**src/rtl/free_index_allocator.sv**
```systemverilog
// free_index_allocator: hands out free entry indices from a WIDTH-bit free
// bitmap through a one-deep valid/ready offer slot, and takes single-index
// releases and a global flush.
// Optional feature macro: FREE_INDEX_ALLOCATOR_RELEASE_CHECK_EN adds a sticky
// release_error flag plus a simulation assertion on illegal releases.

`timescale 1ns/1ps

// priority_finder: index of the first set request bit (lowest when
// FIRST_PRIORITY=1, highest otherwise).
module priority_finder #(
  parameter int unsigned WIDTH          = 32,
  parameter bit          FIRST_PRIORITY = 1'b1,
  parameter int unsigned INDEX_W        = $clog2(WIDTH)
) (
  input  logic [WIDTH-1:0]   req,
  output logic [INDEX_W-1:0] index,
  output logic               index_valid
);

  // Scan so that the winning position is the last one written.
  always_comb begin
    index       = '0;
    index_valid = |req;
    if (FIRST_PRIORITY) begin
      for (int i = int'(WIDTH) - 1; i >= 0; i--) begin
        if (req[i]) index = INDEX_W'(i);
      end
    end else begin
      for (int i = 0; i < int'(WIDTH); i++) begin
        if (req[i]) index = INDEX_W'(i);
      end
    end
  end

endmodule

module free_index_allocator #(
  parameter int unsigned WIDTH   = 32,
  parameter int unsigned INDEX_W = $clog2(WIDTH)
) (
  input  logic               clk,
  input  logic               rst,
  output logic               alloc_valid,
  output logic [INDEX_W-1:0] alloc_index,
  input  logic               alloc_ready,
  input  logic               release_valid,
  input  logic [INDEX_W-1:0] release_index,
  input  logic               flush,
  output logic [INDEX_W:0]   free_count,
  output logic               release_error
);

  localparam int unsigned COUNT_W = INDEX_W + 1;

  logic [WIDTH-1:0]   free_bitmap;
  logic [INDEX_W-1:0] found_index;
  logic               found_valid;
  logic               slot_open;
  logic               reserve;
  logic               rel_illegal;
  logic               rel_ok;
  logic [WIDTH-1:0]   release_mask;
  logic [WIDTH-1:0]   reserve_mask;

  // Lowest free entry of the current (pre-release) bitmap, used unregistered.
  priority_finder #(
    .WIDTH          (WIDTH),
    .FIRST_PRIORITY (1'b1),
    .INDEX_W        (INDEX_W)
  ) u_finder (
    .req         (free_bitmap),
    .index       (found_index),
    .index_valid (found_valid)
  );

  // Slot reload decision and release legality for this cycle.
  always_comb begin
    slot_open    = !alloc_valid || alloc_ready;
    reserve      = slot_open && found_valid;
    // A release is illegal if the entry is already free or is sitting in the
    // offer slot (its bitmap bit is clear but it was never handed out).
    rel_illegal  = release_valid &&
                   (free_bitmap[release_index] ||
                    (alloc_valid && (release_index == alloc_index)));
    rel_ok       = release_valid && !rel_illegal;
    release_mask = rel_ok  ? (WIDTH'(1) << release_index) : '0;
    reserve_mask = reserve ? (WIDTH'(1) << found_index)   : '0;
  end

  // Bitmap, offer slot and free counter; flush overrides everything else.
  always_ff @(posedge clk or negedge rst) begin
    if (!rst) begin
      free_bitmap <= '1;
      alloc_valid <= 1'b0;
      alloc_index <= '0;
      free_count  <= COUNT_W'(WIDTH);
    end else if (flush) begin
      free_bitmap <= '1;
      alloc_valid <= 1'b0;
      alloc_index <= '0;
      free_count  <= COUNT_W'(WIDTH);
    end else begin
      // Reserved and released positions never coincide: the found entry is
      // free, and releasing a free entry is illegal.
      free_bitmap <= (free_bitmap & ~reserve_mask) | release_mask;
      if (slot_open) begin
        alloc_valid <= found_valid;
        if (found_valid) alloc_index <= found_index;
      end
      free_count  <= free_count + COUNT_W'(rel_ok) - COUNT_W'(reserve);
    end
  end

`ifdef FREE_INDEX_ALLOCATOR_RELEASE_CHECK_EN
  // Sticky illegal-release flag, cleared by reset or flush.
  always_ff @(posedge clk or negedge rst) begin
    if (!rst) begin
      release_error <= 1'b0;
    end else if (flush) begin
      release_error <= 1'b0;
    end else if (rel_illegal) begin
      release_error <= 1'b1;
    end
  end

  // Releases dropped by a flush are not reported.
  illegal_release_a: assert property (
    @(posedge clk) disable iff (!rst) !(!flush && rel_illegal)
  );
`else
  assign release_error = 1'b0;
`endif

endmodule
```
**config.mk**
```make
export PLATFORM = sky130hd
export DESIGN_NAME = free_index_allocator
export DESIGN_NICKNAME = d
export VERILOG_FILES = /design/src/rtl/free_index_allocator.sv
export SDC_FILE = /design/constraint.sdc
export NUM_CORES = 1
export LEC_CHECK = 0
export CAP_MARGIN = 20
export CORE_ASPECT_RATIO = 0.7
export CORE_MARGIN = 8
export CORE_UTILIZATION = 54
export CTS_CLUSTER_DIAMETER = 40
export DETAILED_ROUTE_END_ITERATION = 16
export GPL_ROUTABILITY_DRIVEN = 1
export HOLD_SLACK_MARGIN = 0.06
export PLACE_DENSITY = 0.85
export SYNTH_ARGS = -nofsm -noshare
export SYNTH_HDL_FRONTEND = slang
export SYNTH_SLANG_ARGS = --single-unit
```
**constraint.sdc**
```tcl
create_clock -name clk -period 4.8 [get_ports clk]
set_input_delay 0.96 -clock clk [delete_from_list [all_inputs] [get_ports clk]]
set_output_delay 0.96 -clock clk [all_outputs]
set_load 0.01 [all_outputs]
```
==> metrics.csv <==
stage;metric;value;unit
yosys;Netlist cell types;50;
worst_hold_path;WHS Path Cells;1;
job;max cap viols;0;
place;Buffers on Ports;21;
routing;DRT Pass-1 Iters;5;
cells_and_area;share of layout cells above drive strength 1;17.61;%
global_route;first-pass GRT wire length;14000;um
global_route;initial antenna violation count;0;
cells_and_area;Antenna diodes;0;
global_route;largest net degree at the start of global routing;45;
routing;vias per cell;6.747;
setup_path;Critical Path Sink Type;flip-flop;
routing;per-cell routed wire length;21.29;um
setup_path;CP Class;primary input to flip-flop;
sta;relative slew slack;39.22;%
yosys;syn_area_per_cell;9.370;um2
clock_tree;CTS root buffer;clkbuf_8;
setup_path;crit-path max FO;20;
clock_tree;post-CTS sizing;0;
clock_tree;# hold bufs at CTS;0;
yosys;ys async rst share;100.0;%
cells_and_area;Layout Nets;351;
cells_and_area;Filler Cell Count;434;
floorplanning;Die Height;77.86;um
floorplanning;DIE AREA;8125;um2
sta;Final Max Slew Viols;0;
setup_path;Required @ worst endpoint;4.97;ns
yosys;most common library cells after synthesis;dfstp_2 (33), nor2_1 (31), a221o_1 (29);
sta;Max Fclk;225.9;MHz
sta;Final period util;92.22;%
clock_tree;number of clock sinks;44;
cells_and_area;final core utilization;63.26;%
sta;Setup violations, final;0;
global_route;met2 usage;31.15;%
routing;Initial DRC Count;358;
power_and_ir_drop;Static Leak;1.220;nW
yosys;register bit count reported by yosys;44;
clock_tree;setup bufs post-CTS;0;
yosys;number of synthesized flops with an enable pin;0;
floorplanning;initial core utilization;56.14;%
floorplanning;Cell Rows;22;
yosys;top cell type's share of synthesized area;29.38;%
global_route;met1 Track Usage GR;30.83;%
yosys;sequential element share of the synthesized area;38.70;%
sta;setup total negative slack;0;ns
cells_and_area;Non-Filler Instances;407;
setup_path;RR Endpoint;free_count[4]$_DFF_PN0_;
clock_tree;clk slew on worst S/H paths;0.08;ns
worst_hold_path;Hold Path Origin;free_bitmap[29]$_DFF_PN1_;
global_route;total track usage;21.54;%
clock_tree;H-tree lvl count;2;
setup_path;r2r setup slk;1.26;ns
setup_path;Worst setup SP type;primary input;
floorplanning;I/O Pins;23;
global_route;Overflow after GRT;0;
setup_path;reg2reg start;free_bitmap[13]$_DFF_PN1_;
global_route;GR peak layer;met2;
yosys;net count after synthesis;332;
floorplanning;total core area;5258;um2
clock_tree;CTS tree;yes;
yosys;Synthesis Warnings;0;
place;Placer Congestion;1.011;
clock_tree;Clk Latency, worst-skew pair;0.30;ns
routing;Post-Route WL;8663;um
sta;Layout Skew;0.006551;ns
sta;hold violation count in the final report;0;
yosys;count leader, synth;dfstp_2;
yosys;Main synth FF type;dfstp_2;
floorplanning;DIE WIDTH;104.4;um
setup_path;Worst Reg-to-Reg Cells;14;
cells_and_area;register area;1142;um2
sta;Period minus WS final;4.427;ns
yosys;top cells by area, synth;dfstp_2 (29%), a221o_1 (9.8%), dfrtp_1 (9.3%);
setup_path;CP peak stage delay;0.51;ns
power_and_ir_drop;VDD IR max;0.3390;mV
routing;DR DRC count;0;
clock_tree;clk buf depth;2;
place;placed insts;399;
worst_hold_path;Hold Crit Class;flip-flop to flip-flop;
yosys;Post-Syn Instances;315;
global_route;vias in the first global route;2622;
setup_path;Crit-path slowest cell;clkdlybuf4s50_1;
power_and_ir_drop;pwr/cell area;274.2;nW/um2
sta;Tightest Pin Transition;0.9117;ns
setup_path;crit-path leading delay family;adder cells;
yosys;area leader, netlist;dfstp_2;
routing;DR vias;2746;
worst_hold_path;WHS Endpoint;free_bitmap[29]$_DFF_PN1_;
global_route;M3 GR Usage;5.198;%
setup_path;crit-path cells;clkdlybuf4s50_1, buf_12, mux2_2, mux4_2, nor2_1, inv_1, a311o_1, ha_1, inv_1, ha_1, fa_1, a21oi_1, nor2_1, nor2_1, xor2_1, nor2_1;
place;DP HPWL;6400;um
cells_and_area;area of the multi-input gates;1659;um2
setup_path;Buf+Inv Stages, Crit Path;4;
run_status;status;complete, no violations;
routing;Routed Antenna Nets;0;
cells_and_area;Area growth, synth to finish;12.67;%
clock_tree;total CTS buffers;5;
sta;RSZ-0062 raised after global routing;no;
setup_path;cell mode on critical path;nor2_1;
yosys;Cell Area, Synth;2952;um2
setup_path;Worst EP arrival;4.60;ns
-- metal layers --
layer | routed length [um] | share of wire [%] | vias up
met5 | 0 | 0 | -
met4 | 232 | 2.7 | 0
met3 | 984 | 11 | 34
met2 | 3746 | 43 | 178
met1 | 3699 | 43 | 1320
li1 | - | - | 1214
-- worst max-delay path by stage --
| stage | from | end | slack (ns) | depth (start not counted) |
|---|---|---|---|---|
| final | release_index[1] | free_count[4]$_DFF_PN0_ | 0.37 | 16 |
| after global routing | release_index[1] | free_count[4]$_DFF_PN0_ | 0.19 | 16 |
| after CTS | release_index[1] | free_count[4]$_DFF_PN0_ | 0.37 | 16 |
| after detailed placement | release_index[1] | free_count[4]$_DFF_PN0_ | 0.06 | 16 |
| after global placement | release_index[1] | free_count[4]$_DFF_PN0_ | 0.23 | 16 |
| after floorplan | release_index[1] | free_count[4]$_DFF_PN0_ | 0.57 | 16 |
-- per-stage QoR --
step	hold slack (ns)	area, um2	worst slack (ns)	power (mW)
6_report	0.5508	3326	0.3735	0.9118
5_1_grt	0.5689	3326	0.1936	0.9608
4_1_cts	0.5521	3326	0.3704	0.9144
3_5_place_dp	0.5400	3244	0.06092	0.6908
3_3_place_gp	0.5426	3244	0.2258	0.6780
2_1_floorplan	0.5189	2952	0.5706	0.5878
-- cell families (layout without fill, tap and decap cells) --
logic type	count (synthesis)	after routing	share of synthesized area, %
and+or+nand+nor	114	114	19.67
muxes	18	18	8.393
adders and majority gates	7	7	3.222
buffers and inverters	37	57	5.086
other	1	1	0.1271
DFF	44	44	38.70
AOI/OAI and AO/OA	84	84	21.83
xor gates and xnor gates	10	10	2.967
-- layout by cell type (no fill, tap or decap), drive strengths merged, types with 11 or more instances in the layout --
master,count
a21oi,18
a221o,29
clkdlybuf4s50,20
dfrtp,11
dfstp,33
inv,20
nand2,24
nor2,31
-- cell type report --
class / count / area share [%]
tap: 72 / 2.709
inverter: 20 / 2.257
clock inverter: 1 / 0.1505
multi-input combinational: 234 / 49.89
timing repair buffer: 29 / 8.352
clock buffer: 7 / 2.295
sequential: 44 / 34.35
-- worst reg2reg max path, cell delays in order (launching register included) --
cell     delay, ns
dfstp_2       0.40
or4_1         0.62
nor2_1        0.34
nand2_1       0.11
o21ai_0       0.26
inv_1         0.10
ha_1          0.29
inv_1         0.04
ha_1          0.20
fa_1          0.43
a21oi_1       0.18
nor2_1        0.06
nor2_1        0.15
xor2_1        0.16
nor2_1        0.05
-- sequential cells by signal, summed over array words and instances, names as in the netlist --
signal,count
free_bitmap,32
alloc_index,5
free_count,6
alloc_valid,1
-- power by group --
part / internal (mW) / leakage [nW] / total, mW / switching [mW]
clock: 0.102 / 0.0422 / 0.226 / 0.123
combinational: 0.126 / 0.687 / 0.268 / 0.142
sequential: 0.398 / 0.491 / 0.418 / 0.0204
No activity file was read; power rests on OpenSTA's default activity.
